`src/rtl/reg_pipe_pkg.sv`:
```
// -----------------------------------------------------------------------------
// reg_pipe_pkg
// Shared constants and helpers for the reg_pipe register pipeline.
//   DEF_WIDTH     : default data bits per stage
//   DEF_DEPTH     : default number of register stages (legal 1..64)
//   DEF_RESET_VAL : default data value loaded into every stage on reset
//   cnt_w(depth)  : bit width needed to hold a count of 0..depth valid words
// -----------------------------------------------------------------------------
package reg_pipe_pkg;

  localparam int DEF_WIDTH     = 1;
  localparam int DEF_DEPTH     = 4;
  localparam int DEF_RESET_VAL = 0;

  function automatic int cnt_w(input int depth);
    return $clog2(depth + 1);
  endfunction

endpackage : reg_pipe_pkg

```
`src/rtl/dff_stage.sv`:
```
// -----------------------------------------------------------------------------
// dff_stage
// One pipeline stage: a WIDTH-bit data register plus its valid bit.
// Ports:
//   clk       : rising-edge clock
//   reset     : asynchronous, active-low reset (data <- RESET_VAL, valid <- 0)
//   en        : 1 loads data/valid_in, 0 holds
//   flush     : synchronous invalidate; clears valid, keeps data, beats en
//   data      : data from the previous stage (or the pipe input)
//   valid_in  : valid from the previous stage (or the pipe input)
//   q         : registered data
//   valid_out : registered valid
// -----------------------------------------------------------------------------
module dff_stage #(
  parameter int               WIDTH     = 1,
  parameter logic [WIDTH-1:0] RESET_VAL = '0
) (
  input  logic             clk,
  input  logic             reset,
  input  logic             en,
  input  logic             flush,
  input  logic [WIDTH-1:0] data,
  input  logic             valid_in,
  output logic [WIDTH-1:0] q,
  output logic             valid_out
);

  // NOTE: non-blocking assignments so each stage samples its neighbour's
  // pre-edge value; blocking here would let a word ripple through the chain.
  // NOTE: the data register is reset as well, because q must read RESET_VAL
  // while reset is held, not just be marked invalid.
  always_ff @(posedge clk or negedge reset) begin
    if (!reset) begin
      q         <= RESET_VAL;
      valid_out <= 1'b0;
    end else if (flush) begin
      valid_out <= 1'b0;   // data deliberately held
    end else if (en) begin
      q         <= data;
      valid_out <= valid_in;
    end
  end

endmodule : dff_stage

```
`src/rtl/reg_pipe.sv`:
```
// -----------------------------------------------------------------------------
// reg_pipe
// DEPTH-stage enabled register pipeline with per-stage valid bits, a
// synchronous flush and a registered occupancy count.
// Parameters: WIDTH (data bits), DEPTH (stages, 1..64), RESET_VAL (reset data)
// Ports:
//   clk       : rising-edge clock
//   reset     : asynchronous, active-low reset
//   en        : 1 shifts the pipe one stage, 0 holds everything
//   flush     : synchronous invalidate of all stages (overrides en)
//   data      : stage-0 data input
//   valid_in  : qualifies data
//   q         : last-stage data (don't-care while valid_out = 0)
//   valid_out : last-stage valid
//   count     : number of valid stages (popcount of the valid bits)
//   empty     : count == 0
//   full      : count == DEPTH
// -----------------------------------------------------------------------------
module reg_pipe
  import reg_pipe_pkg::*;
#(
  parameter int               WIDTH     = DEF_WIDTH,
  parameter int               DEPTH     = DEF_DEPTH,
  parameter logic [WIDTH-1:0] RESET_VAL = WIDTH'(DEF_RESET_VAL)
) (
  input  logic                      clk,
  input  logic                      reset,
  input  logic                      en,
  input  logic                      flush,
  input  logic [WIDTH-1:0]          data,
  input  logic                      valid_in,
  output logic [WIDTH-1:0]          q,
  output logic                      valid_out,
  output logic [cnt_w(DEPTH)-1:0]   count,
  output logic                      empty,
  output logic                      full
);

  localparam int CW = cnt_w(DEPTH);

  // Element 0 is the pipe input; element i+1 is the output of stage i.
  logic [WIDTH-1:0] d_chain [DEPTH+1];
  logic             v_chain [DEPTH+1];

  assign d_chain[0] = data;
  assign v_chain[0] = valid_in;

  for (genvar i = 0; i < DEPTH; i++) begin : g_stage
    dff_stage #(
      .WIDTH     (WIDTH),
      .RESET_VAL (RESET_VAL)
    ) u_stage (
      .clk       (clk),
      .reset     (reset),
      .en        (en),
      .flush     (flush),
      .data      (d_chain[i]),
      .valid_in  (v_chain[i]),
      .q         (d_chain[i+1]),
      .valid_out (v_chain[i+1])
    );
  end

  // Straight from the last stage's registers: no input-to-output path.
  assign q         = d_chain[DEPTH];
  assign valid_out = v_chain[DEPTH];

  // Tracked incrementally instead of a popcount tree. When the pipe is full
  // and a valid word enters, the last-stage word retires in the same edge, so
  // the sum never truly exceeds DEPTH; any transient carry out of CW bits
  // cancels in modular arithmetic.
  always_ff @(posedge clk or negedge reset) begin
    if (!reset) begin
      count <= '0;
    end else if (flush) begin
      count <= '0;
    end else if (en) begin
      count <= count + CW'(valid_in) - CW'(v_chain[DEPTH]);
    end
  end

  assign empty = (count == '0);
  assign full  = (count == CW'(DEPTH));

endmodule : reg_pipe

```
`config.mk`:
```
export PLATFORM = sky130hd
export DESIGN_NAME = reg_pipe
export DESIGN_NICKNAME = d
export VERILOG_FILES = /design/src/rtl/reg_pipe_pkg.sv /design/src/rtl/dff_stage.sv /design/src/rtl/reg_pipe.sv
export SDC_FILE = /design/constraint.sdc
export NUM_CORES = 1
export LEC_CHECK = 0
export ABC_AREA = 1
export CAP_MARGIN = 25
export CELL_PAD_IN_SITES_DETAIL_PLACEMENT = 1
export CELL_PAD_IN_SITES_GLOBAL_PLACEMENT = 2
export CORE_MARGIN = 4
export CORE_UTILIZATION = 29
export CTS_BUF_LIST = sky130_fd_sc_hd__clkbuf_4 sky130_fd_sc_hd__clkbuf_8 sky130_fd_sc_hd__clkbuf_16
export CTS_CLUSTER_DIAMETER = 120
export DETAILED_ROUTE_END_ITERATION = 8
export GPL_TIMING_DRIVEN = 0
export PLACE_DENSITY_LB_ADDON = 0.1
export RECOVER_POWER = 50
export REMOVE_ABC_BUFFERS = 1
export SLEW_MARGIN = 20
export SYNTH_ARGS = -nofsm -noshare
export SYNTH_HDL_FRONTEND = slang
export SYNTH_SLANG_ARGS = --single-unit
```
`constraint.sdc`:
```
create_clock -name clk -period 4.86 [get_ports clk]
set_input_delay 0.729 -clock clk [delete_from_list [all_inputs] [get_ports clk]]
set_output_delay 0.729 -clock clk [all_outputs]
set_load 0.03 [all_outputs]
```
==> Yosys cells after proc, flatten, opt, wreduce, memory -nomap -nowiden <==
Index checks and enable logic that the tools add are counted.
Widths: inputs -> output; s select.
{ "word_totals": {"reg_bits": 11, "inputBits": 6, "output_inout_bits": 7, "word_cells": 26} }
{ "classes": {"add_sub_neg": 2, "n_eq_ne": 1, "n_mux": 10, "n_bitwise": 1, "reduce_logical": 3} }
{ "op_table": {"columns": ["cell", "count"], "rows": [
  ["$mux 1", 8],
  ["$mux 3", 2],
  ["$add 3x1->3", 1],
  ["$eq 3x3->1 const B", 1],
  ["$logic_not 3->1", 1],
  ["$sub 3x1->3", 1],
  ["$reduce_and 2->1", 1],
  ["$reduce_bool 2->1", 1],
  ["$not 1->1", 1]
]} }

==> Depth between registers and ports, before layout <==
Gate-level depths: netlist of run 1.
{ "depth": {"depth_word": 4, "mapped_depth": 10, "depth_no_buf": 10} }

==> Modules after synthesis <==
A second synthesis of run 1 with hierarchy kept.
{ "hier_totals": {"cells_unflattened": 74, "hier_area_um2": 584.3} }
{ "by_module_without_submodules": {"columns": ["mod", "instances", "cells_each", "area_per_inst_um2", "seq_area_each_um2"], "rows": [
  ["dff_stage", 4, 11, 86.3, 50.0],
  ["reg_pipe", 1, 30, 239.0, 75.1]
]} }

==> Worst setup path after synthesis of run 1 <==
No wires, ideal clock.
{ "synth_timing": {"path_type": "reg2out", "start": "register count[2]", "end": "output port full", "t_arrival_ns": 1.276, "required_time_ns": 4.131, "slack_ns": 2.855, "path_stages_with_launch": 3, "n_path_buf": 0, "path_cell_list": "dfrtp_1 -> inv_1 -> nor3_1"} }
{ "synth_via": {"elab_chain_len": 1} }
{ "synth_lines": {"columns": ["element", "line", "source"], "rows": [
  ["start, declared", "reg_pipe.sv:34", "output logic [cnt_w(DEPTH)-1:0] count,"],
  ["start signal, assigned", "reg_pipe.sv:78", "count <= count + CW'(valid_in) - CW'(v_chain[DEPTH]);"],
  ["$eq 3x3->1", "reg_pipe.sv:83", "assign full = (count == CW'(DEPTH));"],
  ["end, declared", "reg_pipe.sv:36", "output logic full"]
]} }
No other way between the ends.

==> Worst setup path after layout of run 1 <==
{ "layout_timing": {"start": "register count[1]", "end": "output port empty"} }
{ "layout_via": {"elab_chain_len": 1} }
{ "layout_lines": {"columns": ["element", "line", "source"], "rows": [
  ["$logic_not 3->1", "reg_pipe.sv:82", "assign empty = (count == '0);"],
  ["end, declared", "reg_pipe.sv:35", "output logic empty,"]
]} }
No other way between the ends.

==> metrics, run 1 <==
Post-CTS Setup Inserts=0; post-CTS sizing=0; CP max-delay cell=clkdlybuf4s50_1; final net count=between 80 and 90; buffer and inverter count on the worst path=2; Fmax=between 400 and 500 MHz; CP Data Required Time=4.13 ns; Worst EP arrival=around 1.7 ns; nature of the critical path endpoint=output pin; Fin. Hold Viols=0; Initial Util=30.5%; outcome=complete, no violations; Setup TNS=0 ns; CTS root buffer=clkbuf_4; global-route wire length before repair=1860 um; Setup WS post-layout=2.47 ns; Die Area=0.00256 mm^2; Pwr per Cell Area=between 300 and 400 mW/mm^2; number of global-route vias before repair=402; sequential cell area fraction in the yosys report=52.3%; pre-CTS WS=2.71 ns; worst hold path type=flop to flop; CTS Hold Bufs=0; Final min period=between 2 and 2.5 ns; H-tree Lvls=1; core footprint=0.00173 mm^2; Slew @ Worst Pin=between 0.6 and 0.7 ns; crit share post-route=between 40% and 50%; clk slew on worst S/H paths=0.07 ns; number of synthesized register bits=11; Mean Syn Cell Area=8.93 um^2; WL final=about 1100 um; hpwl dp=836 um; DRC=0; r2r setup slk=3.20 ns; worst-path cell chain=inv_1 > nand2_1 > nor2_1 > clkdlybuf4s50_1; pin count of the biggest net entering global routing=12; initial DRC count=2; Pins Over Slew Limit=0; Syn Std Cell Area=around 530 um^2; final hold slack=0.473 ns; share of post-route cells with drive strength above 1=10.7%; n_diodes=0; worst vdd ir=119 uV; row cnt=15; Area Growth Syn to Fin=33.0%; Yosys cell types=15; CP max FO=5; Final Util=40.6%; Final ANT Viol Nets=0; clk_lat worst skew=0.26 ns; Die Height=slightly above 50 um; P_leak=0.000344 uW; Num CTS Buffers=3; clk_skew=between 0.001 and 0.0015 ns; max_slew headroom=approximately 55%; Post-Syn Instances=between 50 and 60; Sink Count=11; die width=50.6 um; # setup viols final=0; CP peak stage delay=0.67 ns; I/O Buffers=12; global router's overall resource usage=10.2%; RSZ-0062 raised after global routing=false; crit path kind=flop to output pin; drt first pass iters=4; Synth warnings=0; Worst setup SP type=flop; CTS max path bufs=2; wire per inst=10.8 um; IO Count=13; CTS tree=yes; initial antenna violation count=0; vias per inst=4.06; Fillers=225; Vias=406; max cap viols=0; CP top delay family=buffers and inverters; GRT overflow=0; gp weighted congestion=~0.63
-- sequential cells by signal, indices dropped and copies added, names as in the netlist --
register / count
count: 3
g_stage.u_stage.valid_out: 4
g_stage.u_stage.q: 4
-- tightest hold or removal path, delay by kind of cell (launching register included) --
family | cells | cell delay [ns]
flops | 1 | 0.34
simple gates | 2 | 0.09
-- layer usage --
layer / GRT usage (%) / part of all wire (%)
met5: 0 / 0
met4: 2.69 / 0
met3: 4.75 / 4.4
met2: 14.1 / 46
met1: 14.0 / 50
-- where the power goes --
| group | total (uW) | leakage [uW] | switching, uW | internal [uW] |
|---|---|---|---|---|
| logic | 45.2 | 0.000179 | 26.8 | 18.4 |
| registers | 104 | 0.000147 | 4.48 | 99.4 |
| clock network | 66.0 | 0.0000184 | 28.8 | 37.3 |
-- final cells by class --
class,count,area (um^2),area share [%]
clock buffers,4,30.0,4.29
well taps,25,31.3,4.46
flip-flops and latches,11,275,39.3
repair buffers,12,120,17.1
inverters,14,55.1,7.86
multi-input cells,34,189,27.0
-- Yosys cell counts --
cell / count / share of area, %
nand2_1: 17 / 12
o22ai_1: 3 / 3.6
nor2_4: 1 / 2.1
inv_1: 12 / 8.6
nor3_1: 1 / 0.95
nand2_2: 1 / 1.2
fa_1: 1 / 3.8
o21ai_2: 2 / 3.3
o21ai_0: 3 / 2.8
nor2_1: 1 / 0.71
dfrtp_1: 11 / 52
inv_2: 1 / 0.71
ha_1: 2 / 4.7
nand3_1: 2 / 1.9
inv_4: 1 / 1.2
-- cell families after synthesis --
group	after synthesis	synth area share (%)
simple gates	23	19.0
compound gates	8	9.74
buf+inv	14	10.5
fa+ha+maj	3	8.55
flops	11	52.3
-- final timing paths --
kind | from | end | cells after the start
hold reg to reg | g_stage[3].u_stage.q | g_stage[3].u_stage.q | 2
setup / recovery | count[1] | empty | 4
max in group asynchronous | reset | g_stage[0].u_stage.q | 1
min in group asynchronous | reset | count[2] | 1
hold / removal | g_stage[3].u_stage.q | g_stage[3].u_stage.q | 2
setup reg to reg | count[0] | count[2] | 10
-- metrics by stage --
step / std cells / cell area (um^2) / power, uW
floorplan: 59 / 527 / 132
global placement: 96 / 678 / 152
detailed placement: 96 / 678 / 153
CTS: 100 / 708 / 222
global route: 100 / 701 / 232
finish: 100 / 701 / 215
-- layout by cell type, fill, tap and decap left out, types with 2 or more instances in the layout --
master           Yosys  final
clkbuf_4             0      4
clkdlybuf4s50_1      0     10
dfrtp_1             11     11
dlygate4sd3_1        0      2
ha_1                 2      2
inv_1               12     13
nand2_1             17     17
nand3_1              2      2
nor2_1               1      2
o21ai_0              3      3
o21ai_2              2      2
o22ai_1              3      3
Power figures use the tool's default switching activity.
==> run 2: changes to the inputs <==
- CORE_UTILIZATION: 29 -> 24
- clock period: 4.86 -> 1.9 ns (I/O delays scaled with it)
==> metrics, run 2 (same netlist as run 1, synthesis figures left out) <==
Vias=421; GRT overflow=0; outcome=complete, no violations; Fmax=between 500 and 600 MHz; core footprint=0.00202 mm^2; Pins Over Slew Limit=0; CTS root buffer=clkbuf_4; CTS max path bufs=2; CP max-delay cell=dfrtp_1; initial DRC count=2; die width=54.9 um; worst-path cell chain=inv_1 > ha_1 > inv_1 > ha_1 > inv_1 > fa_1 > inv_1 > nand2_1 > nand3_1 > nand2_1; CTS tree=yes; number of global-route vias before repair=roughly 420; CP top delay family=adder cells; buffer and inverter count on the worst path=4; worst hold path type=input pin to async pin; Num CTS Buffers=3; final net count=85; share of post-route cells with drive strength above 1=12.0%; commonest non-fill, non-tap cells in the layout=nand2_1 (17), inv_1 (12), dfrtp_1 (11); Pwr per Cell Area=779 mW/mm^2; worst vdd ir=approximately 320 uV; Die Area=0.00301 mm^2; Final ANT Viol Nets=0; H-tree Lvls=1; top flop regs=g_stage.u_stage.q (4), g_stage.u_stage.valid_out (4), count (3); Slew @ Worst Pin=0.694 ns; I/O Buffers=12; most frequent CP cell=inv_1; IO Count=13; Final min period=1.70 ns; clk_skew=between 0.002 and 0.003 ns; Area Growth Syn to Fin=33.7%; nature of the critical path endpoint=flop; pin count of the biggest net entering global routing=12; CP peak stage delay=roughly 0.40 ns; clk slew on worst S/H paths=roughly 0.070 ns; row cnt=16; DRC=0; clk_lat worst skew=0.26 ns; vias per inst=4.13; commonest non-fill, non-tap cell in the layout=nand2_1; Post-CTS Setup Inserts=0; Final Util=34.8%; Sink Count=11; Fin. Hold Viols=0; CP max FO=4; global-route wire length before repair=1860 um; crit share post-route=between 80% and 90%; drt first pass iters=4; wire per inst=10.3 um; RSZ-0062 raised after global routing=false; Worst setup SP type=flop; WL final=1050 um; n_diodes=0; gp weighted congestion=0.664; P_leak=0.000361 uW; global router's overall resource usage=under 10%; # setup viols final=0; initial antenna violation count=0; Die Height=54.9 um; max_slew headroom=53.6%; max cap viols=0; Setup TNS=0 ns; CP Data Required Time=2.06 ns; crit path kind=flop to flop; hpwl dp=about 790 um; Initial Util=26.1%; Worst EP arrival=between 1.5 and 2 ns
-- run 2: changes by cell type in the layout (fill, tap and decap cells not counted) --
cell             delta
dlymetal6s2s_1      +1
inv_1               -1
dlygate4sd2_1       +1
inv_2               +1
clkdlybuf4s50_1     -2
-- run 2: worst reg2reg max path: cells and delay by family, from the launching register on --
kind          cells  cell delay, ns
fa+ha+maj         3            0.77
buf+inv           4            0.24
flops             1            0.40
simple gates      3            0.17
-- run 2: final timing paths --
check                                     start              endpoint  slack (ns)  cells after the start
setup / recovery                       count[0]              count[2]        0.20                     10
hold / removal                            reset  g_stage[1].u_stage.q        0.43                      1
setup reg to reg                       count[0]              count[2]        0.20                     10
hold reg to reg            g_stage[3].u_stage.q  g_stage[3].u_stage.q        0.47                      2
max in group asynchronous                 reset  g_stage[3].u_stage.q        1.13                      1
min in group clk           g_stage[3].u_stage.q  g_stage[3].u_stage.q        0.47                      2
-- run 2: layout make-up --
| cell class | instances | area, um^2 |
|---|---|---|
| tap | 27 | 33.8 |
| sequential | 11 | 275 |
| timing repair buffer | 12 | 121 |
| inverter | 14 | 55.1 |
| fill | 240 | 1320 |
| multi-input combinational | 34 | 189 |
| clock buffer | 4 | 30.0 |
-- run 2: through the flow --
stage                     instance area [um^2]  total power, uW  worst slack [ns]  hold WS (ns)  instances
after detailed placement                   681              391             0.184         0.458         98
after global routing                       704              589            0.0726         0.468        102
final                                      704              549             0.204         0.425        102
after CTS                                  709              564           0.00189         0.361        102
after floorplan                            527              338             0.133       -0.0106         59
after global placement                     681              390             0.202         0.455         98
-- run 2: what timing repair did --
item,in CTS,in global routing
gates resized for setup,1,1
endpoints found under the setup margin,1,1
hold buffers,0,0
-- run 2: layer usage --
metal,vias to the layer above,GRT usage (%),wire (um)
met4,0,2.49,7
li1,210,-,-
met2,13,14.8,446
met3,2,4.90,95
met5,-,0,0
met1,196,10.5,500
-- run 2: power by group --
part	switching, uW	leakage [uW]	internal (uW)
clock network	74.8	0.0000184	95.5
registers	11.5	0.000147	254
logic	68.1	0.000196	44.6
==> run 3: changes to the inputs <==
- CORE_MARGIN: 4 -> default
- SLEW_MARGIN: 20 -> 10
==> metrics, run 3 (same netlist as run 1, synthesis figures left out) <==
Pwr Total=552 uW; CTS tree=yes; part of the power in registers=48.2%; Pins Over Slew Limit=0; Area Growth Syn to Fin=33.0%; Setup WS post-layout=0.201 ns; worst-path cell chain=clkdlybuf4s50_1; global-route wire length before repair=1830 um; Fin. Hold Viols=0; CP max-delay cell=clkdlybuf4s50_1; post-CTS sizing=2; max_slew headroom=53.6%; gp weighted congestion=0.646; nature of the critical path endpoint=output pin; wire per inst=10.1 um; number of global-route vias before repair=405; commonest non-fill, non-tap cells in the layout=nand2_1 (17), inv_1 (12), dfrtp_1 (11); CTS max path bufs=2; Vias=between 400 and 500; Num CTS Buffers=3; drt first pass iters=4; clock share of power=31.7%; DRC=0; crit path kind=flop to output pin; vias per inst=4.17; Worst EP arrival=1.41 ns; top flop regs=g_stage.u_stage.q (4), g_stage.u_stage.valid_out (4), count (3); Fmax=589 MHz; Sw Pwr=158 uW; initial DRC count=3; clk_skew=0.00428 ns; I/O Buffers=12; worst vdd ir=348 uV; pin count of the biggest net entering global routing=12; core footprint=between 0.002 and 0.0025 mm^2; crit share post-route=89.4%; GRT overflow=0; n_diodes=0; r2r setup slk=0.21 ns; CP peak stage delay=around 0.70 ns; pre-CTS WS=between 0.15 and 0.2 ns; worst hold path type=input pin to async pin; commonest non-fill, non-tap cell in the layout=nand2_1; final hold slack=0.419 ns; Initial Util=26.1%; CP max FO=5; Final ANT Viol Nets=0; CP top delay family=buffers and inverters; Slew @ Worst Pin=between 0.6 and 0.7 ns; CP Data Required Time=1.62 ns; share of post-route cells with drive strength above 1=12.0%; Pwr per Cell Area=788 mW/mm^2; Die Height=48.9 um; row cnt=16; CTS root buffer=clkbuf_4; H-tree Lvls=1; Worst setup SP type=flop; outcome=complete, no violations; Sink Count=11; IO Count=13; CTS Hold Bufs=0; final net count=85; Die Area=0.00239 mm^2; non-filler instance count after layout=around 100; Placed Instances=just under 100; hpwl dp=about 760 um; global router's overall resource usage=10.8%; die width=48.9 um; clk_lat worst skew=0.27 ns; P_leak=0.000347 uW; RSZ-0062 raised after global routing=false; # setup viols final=0; max cap viols=0; Comb pwr share=between 20% and 30%; clk slew on worst S/H paths=roughly 0.070 ns; Setup TNS=0 ns; Post-CTS Setup Inserts=0; initial antenna violation count=0; WL final=1030 um; buffer and inverter count on the worst path=1; Final min period=1.70 ns; Cell Int Power=394 uW; fraction of power spent switching nets=28.7%
[run 3: cell types whose count changed in the layout (fill, tap and decap cells not counted), sizes merged]
cell / delta
dlygate4sd2: +1
dlymetal6s2s: -1
[run 3: per-layer routing]
metal  wire length [um]  GRT usage [%]  part of all wire [%]
met3                 65           4.98                   6.3
met2                469           15.7                    46
met1                486           13.0                    47
met5                  0              0                     0
met4                  8           5.88                  0.78
[run 3: power groups by stage]
| stage | combinational [uW] | clock [uW] | sequential [uW] |
|---|---|---|---|
| 5_1_grt | 124 | 199 | 269 |
| 3_3_place_gp | 119 | 0 | 270 |
| 2_1_floorplan | 52.1 | 0 | 285 |
| 4_1_cts | 117 | 187 | 266 |
| 3_5_place_dp | 120 | 0 | 271 |
| 6_report | 111 | 175 | 266 |
[run 3: final timing paths]
kind	depth (start not counted)	from	to
worst max-delay path	1	count[1]	count[1]
worst min-delay path	1	reset	count[1]
worst max register to register	10	count[0]	count[2]
worst min register to register	2	g_stage[3].u_stage.q	g_stage[3].u_stage.q
max in group asynchronous	1	reset	g_stage[1].u_stage.q
min in group clk	2	g_stage[3].u_stage.q	g_stage[3].u_stage.q
[run 3: worst reg2reg max path, stage by stage, from the launching register on]
cell	delay [ns]
dfrtp_1	0.40
inv_1	0.07
ha_1	0.26
inv_1	0.05
ha_1	0.13
inv_1	0.05
fa_1	0.39
inv_1	0.07
nand2_1	0.05
nand3_1	0.07
nand2_1	0.05
[run 3: final cells by class]
cell class / instances / area, um^2
Timing Repair Buffer: 12 / 118
Sequential cell: 11 / 275
Inverter: 14 / 55.1
Clock buffer: 4 / 30.0
Fill cell: 247 / 1320
Tap cell: 27 / 33.8
Multi-Input combinational cell: 34 / 189
[run 3: through the flow]
stage	utilization, %	instance area, um^2
floorplan	-	527
global placement	33.7	681
detailed placement	33.7	681
CTS	35.0	708
global route	34.7	701
finish	34.7	701
